--- src/rtl/date_pkg.sv ---
// rtl/date_pkg.sv - shared types, month constants and day-of-year table
//
// Purpose: common definitions for the date_set_ctrl slice.
//   state_t      : one-hot edit FSM state vector
//   ST_*         : state encodings (RUN, SET_MM, SET_DD)
//   MM_* / DD_*  : month and day constants used by the rollover/clamp logic
//   days_before  : cumulative days before a month, non-leap year
package date_pkg;

  typedef logic [2:0] state_t;

  localparam state_t ST_RUN    = 3'b001;
  localparam state_t ST_SET_MM = 3'b010;
  localparam state_t ST_SET_DD = 3'b100;

  localparam logic [3:0] MM_JAN = 4'd1;
  localparam logic [3:0] MM_FEB = 4'd2;
  localparam logic [3:0] MM_DEC = 4'd12;

  localparam logic [4:0] DD_FIRST    = 5'd1;
  localparam logic [4:0] DD_FEB      = 5'd28;
  localparam logic [4:0] DD_FEB_LEAP = 5'd29;

  // Non-leap table; the leap day is added by the caller for months after Feb.
  function automatic logic [8:0] days_before(input logic [3:0] mm);
    logic [8:0] d;
    case (mm)
      4'd1:    d = 9'd0;
      4'd2:    d = 9'd31;
      4'd3:    d = 9'd59;
      4'd4:    d = 9'd90;
      4'd5:    d = 9'd120;
      4'd6:    d = 9'd151;
      4'd7:    d = 9'd181;
      4'd8:    d = 9'd212;
      4'd9:    d = 9'd243;
      4'd10:   d = 9'd273;
      4'd11:   d = 9'd304;
      4'd12:   d = 9'd334;
      default: d = 9'd0;
    endcase
    return d;
  endfunction

endpackage

--- src/rtl/date_set_ctrl_month_len.sv ---
// rtl/date_set_ctrl_month_len.sv - combinational month length lookup
//
// Purpose: number of days in a month.
// Ports:
//   mm_i      month 1..12
//   leap_i    effective leap flag (Feb = 29 when set)
//   length_o  days in month, 28..31
module month_len
  import date_pkg::*;
(
  input  logic [3:0] mm_i,
  input  logic       leap_i,
  output logic [4:0] length_o
);

  always_comb begin
    case (mm_i)
      4'd2:                      length_o = leap_i ? DD_FEB_LEAP : DD_FEB;
      4'd4, 4'd6, 4'd9, 4'd11:   length_o = 5'd30;
      default:                   length_o = 5'd31;
    endcase
  end

endmodule

--- src/rtl/date_set_ctrl.sv ---
// rtl/date_set_ctrl.sv - calendar month/day register with key-driven edit FSM
//
// Purpose: keeps month/day, advances on tick in RUN, lets keys set month and
// day in SET_MM / SET_DD, and reports day-of-year combinationally.
// Build option: DATE_SET_LEAP_EN - when defined the leap input is honoured;
// otherwise February is always 28 days and leap is ignored.
// Ports:
//   clock_i       system clock, rising edge
//   reset_i       synchronous active-high reset
//   tick_i        one-cycle day-advance pulse
//   key_mode_i    one-cycle pulse, RUN -> SET_MM -> SET_DD -> RUN
//   key_inc_i     one-cycle pulse, increments field under edit
//   leap_i        level, 1 = leap year
//   mm_o          month 1..12
//   dd_o          day 1..31
//   doy_o         day of year 1..366
//   edit_mm_o     high in SET_MM
//   edit_dd_o     high in SET_DD
//   year_wrap_o   one-cycle pulse on tick-driven Dec 31 -> Jan 1
module date_set_ctrl
  import date_pkg::*;
#(
  parameter int START_MM = 1,
  parameter int START_DD = 1
) (
  input  logic       clock_i,
  input  logic       reset_i,
  input  logic       tick_i,
  input  logic       key_mode_i,
  input  logic       key_inc_i,
  input  logic       leap_i,
  output logic [3:0] mm_o,
  output logic [4:0] dd_o,
  output logic [8:0] doy_o,
  output logic       edit_mm_o,
  output logic       edit_dd_o,
  output logic       year_wrap_o
);

  localparam logic [3:0] START_MM_L = 4'(START_MM);
  localparam logic [4:0] START_DD_L = 5'(START_DD);

  state_t     state_q, state_d;
  logic [3:0] mm_q, mm_d;
  logic [4:0] dd_q, dd_d;
  logic       wrap_q, wrap_d;

  logic       leap_eff;
  logic [3:0] mm_next;
  logic [3:0] len_mm;
  logic [4:0] len;

`ifdef DATE_SET_LEAP_EN
  assign leap_eff = leap_i;
`else
  logic unused_leap;
  assign unused_leap = leap_i;
  assign leap_eff    = 1'b0;
`endif

  assign mm_next = (mm_q == MM_DEC) ? MM_JAN : mm_q + 4'd1;

  // Single length lookup: while editing the month the clamp needs the length
  // of the month being stepped to; everywhere else the current month is used.
  assign len_mm = (state_q == ST_SET_MM) ? mm_next : mm_q;

  month_len u_month_len (
    .mm_i     (len_mm),
    .leap_i   (leap_eff),
    .length_o (len)
  );

  always_comb begin
    state_d = state_q;
    mm_d    = mm_q;
    dd_d    = dd_q;
    wrap_d  = 1'b0;
    case (state_q)
      ST_RUN: begin
        if (tick_i) begin
          // >= also covers a Feb 29 whose leap flag drops on the same tick.
          if (dd_q >= len) begin
            dd_d = DD_FIRST;
            if (mm_q == MM_DEC) begin
              mm_d   = MM_JAN;
              wrap_d = 1'b1;
            end else begin
              mm_d = mm_q + 4'd1;
            end
          end else begin
            dd_d = dd_q + 5'd1;
          end
        end
        if (key_mode_i) state_d = ST_SET_MM;
      end
      ST_SET_MM: begin
        if (key_mode_i) begin
          state_d = ST_SET_DD;
        end else if (key_inc_i) begin
          mm_d = mm_next;
          dd_d = (dd_q > len) ? len : dd_q;
        end
      end
      ST_SET_DD: begin
        if (key_mode_i) begin
          state_d = ST_RUN;
        end else if (key_inc_i) begin
          dd_d = (dd_q >= len) ? DD_FIRST : dd_q + 5'd1;
        end
      end
      default: state_d = ST_RUN;
    endcase
    // Leap flag withdrawn while sitting on Feb 29: pull back to Feb 28.
    if (!leap_eff && mm_d == MM_FEB && dd_d == DD_FEB_LEAP) dd_d = DD_FEB;
  end

  always_ff @(posedge clock_i) begin
    if (reset_i) begin
      state_q <= ST_RUN;
      mm_q    <= START_MM_L;
      dd_q    <= START_DD_L;
      wrap_q  <= 1'b0;
    end else begin
      state_q <= state_d;
      mm_q    <= mm_d;
      dd_q    <= dd_d;
      wrap_q  <= wrap_d;
    end
  end

  assign mm_o        = mm_q;
  assign dd_o        = dd_q;
  assign doy_o       = days_before(mm_q) + {4'd0, dd_q}
                     + {8'd0, (leap_eff && (mm_q > MM_FEB))};
  assign edit_mm_o   = (state_q == ST_SET_MM);
  assign edit_dd_o   = (state_q == ST_SET_DD);
  assign year_wrap_o = wrap_q;

endmodule

--- config.mk ---
export PLATFORM = sky130hd
export DESIGN_NAME = date_set_ctrl
export DESIGN_NICKNAME = d
export VERILOG_FILES = /design/src/rtl/date_pkg.sv /design/src/rtl/date_set_ctrl_month_len.sv /design/src/rtl/date_set_ctrl.sv
export SDC_FILE = /design/constraint.sdc
export NUM_CORES = 1
export LEC_CHECK = 0
export ABC_AREA = 1
export CORE_ASPECT_RATIO = 1.5
export CORE_UTILIZATION = 55
export DETAILED_ROUTE_END_ITERATION = 10
export PLACE_DENSITY = 0.8
export SLEW_MARGIN = 5
export SYNTH_ARGS = -nofsm -noshare
export SYNTH_HDL_FRONTEND = slang
export SYNTH_SLANG_ARGS = --single-unit
--- constraint.sdc ---
create_clock -name clock_i -period 4.47 [get_ports clock_i]
set_clock_uncertainty 0.2 [all_clocks]
set_input_delay 1.341 -clock clock_i [delete_from_list [all_inputs] [get_ports clock_i]]
set_output_delay 1.341 -clock clock_i [all_outputs]
set_load 0.01 [all_outputs]
==> summary.txt <==
Routing
  • Vias/cell: ~5.3
  • Drc violations: 1
  • Final WL: between 4000 and 5000 um
  • 1st-iter DRT viols: 50
  • DR vias: 1872
  • Drt pass-1 iters: 7
  • Drt wl/cell: 12.0 um
  • Remaining antenna violation count: 0

Timing
  • Slew HR: 71.5%
  • Final period util: about 94%
  • Hold Vio Cnt, Final: 0
  • Slew Viols, Final: 0
  • Setup_tns: 0 ns
  • Worst Tran Pin Value: 0.426 ns
  • Setup ws final: 0.286 ns
  • Final setup viols: 0
  • Hold_ws: approximately 0.43 ns
  • Unrepaired setup endpoints after global routing: false
  • Fmax: 239 MHz
  • Final min period: 4.18 ns

Placed design
  • Placer Congestion: 0.858
  • HPWL Detailed: between 3000 and 4000 um
  • Pre-CTS WS: 0.586 ns
  • PortBufs: 25
  • Placed cell count: 347
  • Post-DP Area: 2230 um^2

Synthesis
  • EDFF count, synth: 0
  • Register area share after synthesis: 22.7%
  • Async SR Flop Fraction: 0%
  • Post-Synthesis Cells: 282
  • Post-Syn Nets: 307
  • Seq cells post-synth: 22
  • Warning count from the yosys run: 0
  • Synth Flop Type: dfxtp_1
  • Average size of a mapped cell: 6.89 um^2
  • Synth cell types: 37
  • Cell Area, Synth: 1940 um^2

Floorplanning
  • Chip width: slightly above 50 um
  • Die H: 74.8 um
  • DIE AREA: 3780 um^2
  • Row count: 26
  • Placeable core region: 3380 um^2
  • Initial core utilization: 57.5%
  • # IOs: 27

Clock tree
  • Worst skew pair latency: 0.26 ns
  • Clock transition at path regs: 0.08 ns
  • CTS H-tree depth: 1
  • Total clock sinks: 22
  • Post CTS Setup Buffer Count: 0
  • CTS Buf Count: 3
  • CTS Buffer Depth: 2
  • Post-CTS sizing: 0
  • CTS root buffer: clkbuf_8
  • TritonCTS clock tree: done
  • CTS hold repair buffers: 0

Power and ir drop
  • Peak VDD IR: around 0.00028 V
  • Leakage: 1.12 nW
  • P per Cell Area: ~240 nW/um^2
  • Power, Total: 0.546 mW

Layout
  • Design area: about 2300 um^2
  • Area Growth Syn to Fin: 18.3%
  • Fin nets: roughly 340
  • Final Util: 68.0%
  • Number of diodes: 0
  • Final non-filler cell total: around 350
  • Proportion of layout cells with a drive suffix above 1: 15.2%

Global routing
  • Total congestion overflow: 0
  • Gr usage total: about 24%
  • Global-route wire length before repair: 7160 um
  • Antenna violations before repair: 0
  • Largest net degree at the start of global routing: 14
  • Vias in the first global route: between 1500 and 2000

Setup path
  • Reg2reg setup slack: ~0.87 ns
  • CP startpoint kind: flip-flop
  • Endpoint class of the critical path: primary output
  • CP required: 2.93 ns
  • Crit path DAT: 2.64 ns
  • CP max FO: 9
  • Critical path class: reg -> out

Hold path
  • Worst hold path class: reg -> reg

Status
  • Run status: finished, violations left
  • Failing checks: DRC

Run
  • Max cap viols: 0
==> metal layers <==
layer	track usage [%]	vias to the layer above	wire length, um
met2	46.2	33	2270
met1	26.8	878	1820
met4	9.26	0	51
met3	2.83	6	87
met5	0	-	0
li1	-	955	-
==> final cells by class <==
class	instances	area, um^2
clock buffers	3	41.3
clock inverters	1	30.0
fillers	300	1080
inverters	48	186
multi-input cells	207	1280
flip-flops and latches	22	440
well taps	42	52.6
repair buffers	28	273
==> cell usage after synthesis (2+ instances only) <==
cell type  instances  area, um^2
a21oi_1           16        80.1
buf_2              2        10.0
buf_6              2        22.5
dfxtp_1           22         440
ha_1              18         225
inv_1             38         143
inv_2              8        30.0
nand2_1           72         270
nand2_2            7        43.8
nand2_4            5        56.3
nand3_1           22         110
nand3_2            3        30.0
nand4_1            6        37.5
nor2_1            13        48.8
nor2_2             3        18.8
nor2_4             2        22.5
nor3_1             2        10.0
o21ai_0            8        40.0
o21ai_1            6        30.0
o21ai_2            4        35.0
xor2_1             7        61.3
==> final timing paths <==
path,depth (start not counted),startpoint,endpoint
min reg2reg,2,mm_o[3]$_SDFF_PP0_,year_wrap_o$_SDFF_PP0_
max reg2reg,22,mm_o[0]$_SDFF_PP1_,flip-flop
min,2,mm_o[3]$_SDFF_PP0_,year_wrap_o$_SDFF_PP0_
max,9,dd_o[3]$_SDFF_PP0_,doy_o[8]
==> cells by family (layout without fill, tap and decap cells) <==
group | Yosys count | after routing | synth area share, %
flops | 22 | 22 | 22.7
simple gates | 139 | 139 | 36.6
fa+ha+maj | 19 | 19 | 12.6
xor+xnor | 8 | 8 | 3.60
buf+inv | 53 | 80 | 11.6
compound gates | 41 | 41 | 12.9
==> worst max-delay path: stages (launching register included) <==
cell,delay (ns)
dfxtp_1,0.51
ha_1,0.33
nand2_1,0.07
nor2_1,0.04
a211oi_1,0.30
nor2_1,0.07
o21ai_0,0.28
nor3_1,0.10
xor2_1,0.14
clkdlybuf4s50_1,0.55
==> power by group <==
| group | internal [mW] | switching (mW) | leakage, nW |
|---|---|---|---|
| registers | 0.203 | 0.00802 | 0.179 |
| logic | 0.0610 | 0.0877 | 0.900 |
| clock network | 0.120 | 0.0668 | 0.0357 |
| total | 0.384 | 0.163 | 1.11 |
==> layout by cell type (no fill, tap or decap), drive strengths merged, types with 2 or more instances in the layout <==
cell type,count
dfxtp,22
nand3,26
a21oi,17
buf,3
clkinv,2
clkbuf,3
nor2,18
ha,18
o22ai,2
clkdlybuf4s50,25
o21ai,19
nand2,84
nor3,3
inv,46
nand4,7
xor2,7
Note: power is estimated with default switching activity, not from simulation.
